==> src/rtl/scan_display_if.sv <==
// Bus between the scan_display core and its host: shadowed display inputs in, multiplexed LED drive out.
// The host holds the master modport and the display core holds the slave modport.
interface scan_display_if #(
  parameter int DIGITS = 8
);
  logic [4*DIGITS-1:0] data;
  logic [DIGITS-1:0]   dp;
  logic [DIGITS-1:0]   en;
  logic                load;
  logic [7:0]          SEG;
  logic [DIGITS-1:0]   AN;
  logic                frame_done;

  modport master (
    output data, dp, en, load,
    input  SEG, AN, frame_done
  );

  modport slave (
    input  data, dp, en, load,
    output SEG, AN, frame_done
  );
endinterface

==> src/rtl/scan_display.sv <==
// Multiplexed 7-segment scanner: DIV clk cycles per digit slot; SEG/AN/frame_done are registered, one cycle behind the index.
// Live inputs are only sampled into shadows at frame boundaries after a load. LEADING_ZERO_BLANK_EN enables leading-zero blanking.
module scan_display #(
  parameter int DIGITS = 8,
  parameter int DIV    = 100000
) (
  input  logic          clk,
  input  logic          rst,
  scan_display_if.slave bus
);

  localparam int IW = (DIGITS > 1) ? $clog2(DIGITS) : 1;
  localparam int PW = $clog2(DIV);

  logic [PW-1:0]       presc_q, presc_d;
  logic [IW-1:0]       idx_q, idx_d;
  logic                pend_q, pend_d;
  logic [4*DIGITS-1:0] sh_data_q, sh_data_d;
  logic [DIGITS-1:0]   sh_dp_q, sh_dp_d;
  logic [DIGITS-1:0]   sh_en_q, sh_en_d;
  logic [7:0]          seg_q, seg_d;
  logic [DIGITS-1:0]   an_q, an_d;
  logic                fd_q, fd_d;

  logic                tick;
  logic                boundary;
  logic [3:0]          nib;
  logic                dp_cur;
  logic                lit;
`ifdef LEADING_ZERO_BLANK_EN
  logic                zrun;
`endif

  function automatic logic [6:0] hex7(input logic [3:0] v);
    case (v)
      4'h0:    hex7 = 7'b1000000;
      4'h1:    hex7 = 7'b1111001;
      4'h2:    hex7 = 7'b0100100;
      4'h3:    hex7 = 7'b0110000;
      4'h4:    hex7 = 7'b0011001;
      4'h5:    hex7 = 7'b0010010;
      4'h6:    hex7 = 7'b0000010;
      4'h7:    hex7 = 7'b1111000;
      4'h8:    hex7 = 7'b0000000;
      4'h9:    hex7 = 7'b0010000;
      4'hA:    hex7 = 7'b0001000;
      4'hB:    hex7 = 7'b0000011;
      4'hC:    hex7 = 7'b1000110;
      4'hD:    hex7 = 7'b0100001;
      4'hE:    hex7 = 7'b0000110;
      default: hex7 = 7'b0001110;
    endcase
  endfunction

  assign tick     = (presc_q == PW'(DIV - 1));
  assign boundary = tick && (idx_q == IW'(DIGITS - 1));

  // A load on the boundary cycle itself captures immediately, as does one left pending.
  always_comb begin
    presc_d   = tick ? '0 : presc_q + PW'(1);
    idx_d     = idx_q;
    pend_d    = pend_q | bus.load;
    sh_data_d = sh_data_q;
    sh_dp_d   = sh_dp_q;
    sh_en_d   = sh_en_q;
    fd_d      = boundary;
    if (tick) begin
      idx_d = boundary ? '0 : idx_q + IW'(1);
    end
    if (boundary) begin
      pend_d = 1'b0;
      if (pend_q || bus.load) begin
        sh_data_d = bus.data;
        sh_dp_d   = bus.dp;
        sh_en_d   = bus.en;
      end
    end
  end

  always_comb begin
    nib    = 4'h0;
    dp_cur = 1'b0;
    lit    = 1'b0;
    for (int i = 0; i < DIGITS; i++) begin
      if (idx_q == IW'(i)) begin
        nib    = sh_data_q[4*i +: 4];
        dp_cur = sh_dp_q[i];
        lit    = sh_en_q[i];
      end
    end
`ifdef LEADING_ZERO_BLANK_EN
    // Walk down from the top digit; zrun stays set while every digit so far is zero.
    zrun = 1'b1;
    for (int i = DIGITS - 1; i >= 0; i--) begin
      zrun = zrun && (sh_data_q[4*i +: 4] == 4'h0);
      if ((idx_q == IW'(i)) && (i != 0) && zrun && !sh_dp_q[i]) begin
        lit = 1'b0;
      end
    end
`endif
    an_d = '1;
    for (int i = 0; i < DIGITS; i++) begin
      if (lit && (idx_q == IW'(i))) begin
        an_d[i] = 1'b0;
      end
    end
    seg_d = lit ? {~dp_cur, hex7(nib)} : 8'hFF;
  end

  always_ff @(posedge clk) begin
    if (rst) begin
      presc_q   <= '0;
      idx_q     <= '0;
      pend_q    <= 1'b0;
      sh_data_q <= '0;
      sh_dp_q   <= '0;
      sh_en_q   <= '0;
      seg_q     <= 8'hFF;
      an_q      <= '1;
      fd_q      <= 1'b0;
    end else begin
      presc_q   <= presc_d;
      idx_q     <= idx_d;
      pend_q    <= pend_d;
      sh_data_q <= sh_data_d;
      sh_dp_q   <= sh_dp_d;
      sh_en_q   <= sh_en_d;
      seg_q     <= seg_d;
      an_q      <= an_d;
      fd_q      <= fd_d;
    end
  end

  assign bus.SEG        = seg_q;
  assign bus.AN         = an_q;
  assign bus.frame_done = fd_q;

endmodule

==> src/flat_wrapper.sv <==
// flat-port wrapper written by rule: the top's interface ports become plain ports
module scan_display_flat 
#(
  parameter int DIGITS = 8,
  parameter int DIV    = 100000
)
  (clk, rst, bus_data, bus_dp, bus_en, bus_load, bus_SEG, bus_AN, bus_frame_done);
  scan_display_if #(.DIGITS(DIGITS)) bus_i ();
  input  logic clk;
  input  logic rst;
  input wire logic [$bits(bus_i.data)-1:0] bus_data;
  input wire logic [$bits(bus_i.dp)-1:0] bus_dp;
  input wire logic [$bits(bus_i.en)-1:0] bus_en;
  input wire logic [$bits(bus_i.load)-1:0] bus_load;
  output wire logic [$bits(bus_i.SEG)-1:0] bus_SEG;
  output wire logic [$bits(bus_i.AN)-1:0] bus_AN;
  output wire logic [$bits(bus_i.frame_done)-1:0] bus_frame_done;
  assign bus_i.data = bus_data;
  assign bus_i.dp = bus_dp;
  assign bus_i.en = bus_en;
  assign bus_i.load = bus_load;
  assign bus_SEG = bus_i.SEG;
  assign bus_AN = bus_i.AN;
  assign bus_frame_done = bus_i.frame_done;
  scan_display #(.DIGITS(DIGITS), .DIV(DIV)) u_core (.clk(clk), .rst(rst), .bus(bus_i));
endmodule
==> config.mk <==
export PLATFORM = sky130hd
export DESIGN_NAME = scan_display_flat
export DESIGN_NICKNAME = d
export VERILOG_FILES = /design/src/rtl/scan_display_if.sv /design/src/rtl/scan_display.sv /design/src/flat_wrapper.sv
export SDC_FILE = /design/constraint.sdc
export NUM_CORES = 1
export LEC_CHECK = 0
export CORE_ASPECT_RATIO = 1.2
export CORE_MARGIN = 1
export CORE_UTILIZATION = 35
export DETAILED_ROUTE_END_ITERATION = 8
export DONT_BUFFER_PORTS = 1
export HOLD_SLACK_MARGIN = 0.06
export PLACE_DENSITY = 0.5
export SETUP_SLACK_MARGIN = 0.05
export SYNTH_ARGS = -nofsm -noshare
export SYNTH_HDL_FRONTEND = slang
export SYNTH_SLANG_ARGS = --single-unit
==> constraint.sdc <==
create_clock -name clk -period 3.7 [get_ports clk]
set_clock_uncertainty 0.1 [all_clocks]
set_input_delay 1.11 -clock clk [delete_from_list [all_inputs] [get_ports clk]]
set_output_delay 1.11 -clock clk [all_outputs]
set_load 0.01 [all_outputs]
* Word-level counts from Yosys, hierarchy flattened
Memories as Yosys holds them, arrays and structs flattened. A register that Yosys moved wholly into a read port is not among the register bits.
Index checks and enable logic that the tools add are counted.
W data, S select, Z words.
** Word-level totals
- Bits in registers :: 86
- Memory bits (read-only) :: 112
- Input bits :: 51
- Output and inout bits :: 17
- Word-level logic and storage cells :: 71
- Memories :: 1
** Cells by class
- Add/subtract/negate cells :: 2
- Eq/ne operators :: 8
- Multiplexer cells :: 33
- Bitwise operators :: 3
- Reduce and logical (&&, ||, !) cells :: 15
** Memories
- (no name shown) :: words 16, width 7, rd ports 1, clocked after Yosys merged registers in 1, wr ports 0, line scan_display.sv:35 : case (v)
** Operator list (count)
- $mux W4 :: 8
- $mux W1 :: 24
- $add A17 B1 Y17 const B :: 1
- $eq A17 B17 Y1 const B :: 1
- $eq A3 B3 Y1 const B :: 4
- $logic_and A1 B1 Y1 :: 9
- $eq A3 B2 Y1 const B :: 2
- $reduce_or A2 Y1 :: 3
- $add A3 B1 Y3 const B :: 1
- $eq A3 B1 Y1 const B :: 1
- $logic_not A3 Y1 :: 1
- $mux W3 :: 1
- $not A1 Y1 :: 2
- $reduce_and A2 Y1 :: 1
- $logic_or A1 B1 Y1 :: 1
- $or A1 B1 Y1 :: 1

* Logic depth before layout (Yosys ltp)
- Depth after elaboration :: 11
- Mapped depth :: 14
- Depth with buffers taken out :: 12

* Least setup slack after synthesis
Ideal clock, no wire load.
- Path type :: flip-flop to flip-flop
- Start point :: register u_core.idx_q[2]
- End point :: register u_core.seg_q[6], in the netlist u_core.bus.SEG[6]
- Setup time :: 119 ps
- Data arrival time :: 2688 ps
- Setup slack :: 793 ps
- Stages on the path, launching flop included :: 15
- Clock period less this slack :: 2907 ps
- Cells stage by stage :: dfxtp_1 buf_2 inv_1 buf_2 ha_1 buf_2 nand2_1 a221oi_1 o32ai_1 a21oi_1 inv_1 ha_1 mux2_2 a22oi_1 nand2_1
** On the way
- Word-level cells in the longest chain between the ends :: 11
- Elaborated cells on any way between the ends :: 26
- Classes of those cells :: 7 x eq/ne; 16 x mux; 1 x bitwise; 2 x reduce/logical
** RTL lines
- from (decl) :: line scan_display.sv:16 : logic [IW-1:0] idx_q, idx_d;
- from (signal assigned) :: line scan_display.sv:123 : idx_q <= idx_d;
- $logic_not A3 Y1 :: line scan_display.sv:85 : if (idx_q == IW'(i)) begin
- $mux W1 (8 in series) :: line scan_display.sv:85
- $not A1 Y1 (no line)
- $reduce_or A2 Y1 (no line)
- to (decl) :: line scan_display.sv:21 : logic [7:0] seg_q, seg_d;
Parallel ways exist; a longest one is shown, timed or not.
A chain may end at the register's enable or synchronous reset.

* Final worst setup path
- Start point :: register u_core.idx_q[0]
- End point :: register u_core.seg_q[6], in the netlist u_core.bus.SEG[6]
The elaborated chain is that of the path after synthesis.

==> impl_metrics.tcl <==
set metrics [dict create \
    area_delta_synth_final_pct 9.65 \
    vias 3083 \
    ir_drop_uv 173 \
    io_pins 68 \
    start_util_pct 36.3 \
    max_freq_mhz 314 \
    p_int_uw 1550 \
    final_util_pct 39.8 \
    clk_pin_slew_ns 0.07 \
    worstPathRequired_ns 3.80 \
    postLayoutCellArea_mm2 0.00444 \
    ctsResizeCount 0 \
    track_usage_pct 16.1 \
    grt_overflow 0 \
    htreeDepth 3 \
    via_per_inst 4.86 \
    drt-initial-drc-count 169 \
    syn-num-nets 554 \
    crit_arrival_ns 3.29 \
    r2r_slack_ns 0.52 \
    ctsHoldBuffers 0 \
    cp_max_fo 16 \
    relSlewSlack_pct 44.5 \
    synth_seq_area_share_pct 42.5 \
    synth-edff-count 0 \
    insertion_delay_ns 0.34 \
    grt_pass1_vias 3036 \
    io_buffers 0 \
    p_switching_uw 373 \
    post-cts-setup-buffers 0 \
    synth.avg_cell_area_um2 8.26 \
    post-route-min-period_ns 3.18 \
    wl_mm 9.08 \
    drv_cap 0 \
    grt_first_pass_wirelength_mm 15.1 \
    clkSinkCount 86 \
    core_mm2 0.0111 \
    netlist_area_mm2 0.00405 \
    power_density_mw_per_mm2 432 \
    endpoint_kind "register" \
    drtPass1Iterations 4 \
    hold_class "reg -> reg" \
    tightestPinTransition_ns 0.832 \
    yosysWarnings 0 \
    tns_ns 0 \
    ys_seq_elements 86 \
    drc 0 \
    nFillCells 1198 \
    final_nets 539 \
    comb_power_share_pct 0.6 \
    seq_power_share_pct 48.5 \
    grt_max_degree 59 \
    multiInputGateArea_mm2 0.00207 \
    switching_share_pct 19.4 \
    cp-start-kind "register" \
    finalWeightedCongestion 0.788 \
    status "finished, final reports clean" \
    seq_area_mm2 0.00172 \
    root_buffer "clkbuf_16" \
    drive_gt1_share_pct 16.5 \
    antenna_cells 0 \
    clkPwrFrac_pct 50.9 \
    die_area_mm2 0.0120 \
    rows 42 \
    antenna_found_initial 0 \
    postPlaceCellArea_mm2 0.00411 \
    finalHoldViolCount 0 \
    min_period_over_period_pct 86.0 \
    ant_nets 0 \
    setup_violations 0 \
    synth_async_sr_flop_share_pct 0 \
    hpwl_mm 6.45 \
    cts_tree "yes" \
    crit_type "reg -> reg" \
    dieHeight_um 120 \
    synth_ff_type "dfxtp_1" \
    wl_per_cell_um 14.3 \
    finalMaxSlewViolations 0 \
    cts_made_buffers 9 \
    syn_inst 490 \
    die_x_um 100 \
    rsz0062_at_grt "false" \
    yosys.cell_types.count 57 \
    p_leak_uw 0.00147 \
    clk_path_buf_depth 2 \
]
==> logic make-up (layout without fill, tap and decap cells) <==
family / after synthesis / after routing / share of synthesized area, %
AND/OR/NAND/NOR: 214 / 214 / 24.2
AO/OA/AOI/OAI: 108 / 108 / 18.3
flip-flops: 86 / 86 / 42.5
buffers and inverters: 49 / 39 / 6.28
XOR/XNOR: 14 / 14 / 3.03
adder cells (fa/ha/maj): 13 / 13 / 4.02
multiplexers: 6 / 6 / 1.61
==> critical path, stage by stage (launching register included) <==
cell,delay (ns)
dfxtp_1,0.35
inv_1,0.09
ha_1,0.52
or3b_2,0.50
a221oi_1,0.27
o31a_1,0.31
inv_1,0.13
ha_1,0.25
mux2_2,0.27
a22oi_1,0.18
nand2_1,0.08
==> final timing paths <==
path	from	end	depth (start not counted)
max	u_core.idx_q[0]	u_core.bus.SEG[6]	10
min	u_core.presc_q[0]	u_core.presc_q[0]	1
max reg2reg	u_core.idx_q[0]	u_core.bus.SEG[6]	10
min reg2reg	u_core.presc_q[0]	u_core.presc_q[0]	1
==> flip-flops by register name, indices dropped and copies added (netlist names) <==
register	count
u_core.bus.SEG	8
u_core.sh_data_q	32
u_core.bus.AN	8
u_core.sh_en_q	8
u_core.presc_q	17
u_core.pend_q	1
u_core.bus.frame_done	1
u_core.idx_q	3
u_core.sh_dp_q	8
==> metrics by stage <==
stage	hold slack, ns	power [µW]	worst slack (ns)	cells
4_1_cts	0.349	1950	0.515	634
5_1_grt	0.369	1990	0.230	634
6_report	0.347	1920	0.517	634
2_1_floorplan	0.318	972	0.793	490
3_3_place_gp	0.329	963	0.641	618
3_5_place_dp	0.339	963	0.537	618
==> cell usage in the layout, fill, tap and decap left out, types with 8 or more instances in the layout <==
master	n
a21oi_1	43
a21oi_2	20
nand3_1	11
dfxtp_1	86
clkbuf_16	9
xor2_1	8
nand2_1	112
inv_1	16
o21ai_0	10
ha_1	13
nand2_2	22
nor2_1	39
==> cells in the mapped netlist (4+ instances only) <==
cell / n / area, µm²
buf_2: 12 / 60.1
nand2_1: 112 / 420
clkbuf_1: 14 / 52.6
xor2_1: 8 / 70.1
o211ai_1: 4 / 30.0
a21oi_2: 20 / 175
a31oi_1: 6 / 37.5
nor2_1: 39 / 146
nand3_1: 11 / 55.1
a21oi_1: 43 / 215
ha_1: 13 / 163
dfxtp_1: 86 / 1720
xnor2_1: 6 / 52.6
inv_1: 16 / 60.1
o21ai_0: 10 / 50.1
nand2_2: 22 / 138
==> area by class of cell <==
| class | count | share of cell area (%) |
|---|---|---|
| clock buffers | 11 | 5.47 |
| repair buffers | 7 | 1.47 |
| well taps | 154 | 4.34 |
| flip-flops and latches | 86 | 38.8 |
| inverters | 16 | 1.35 |
| clock inverters | 5 | 1.86 |
| multi-input cells | 355 | 46.7 |
==> power by group through the flow <==
stage | sequential (µW) | combinational, µW | clock [µW]
after floorplan | 952 | 19.8 | 0
after global placement | 952 | 11.0 | 0
after detailed placement | 952 | 11.3 | 0
after CTS | 931 | 11.3 | 1000
after global routing | 931 | 12.5 | 1040
final | 931 | 10.9 | 976
==> routing by layer <==
metal	share of wire, %	vias up	track usage [%]
met1	44	1406	18.8
met4	1.3	0	6.25
met3	5.8	10	5.01
met2	49	59	27.4
met5	0	-	0
li1	-	1608	-
(Power assumes the default switching activity.)
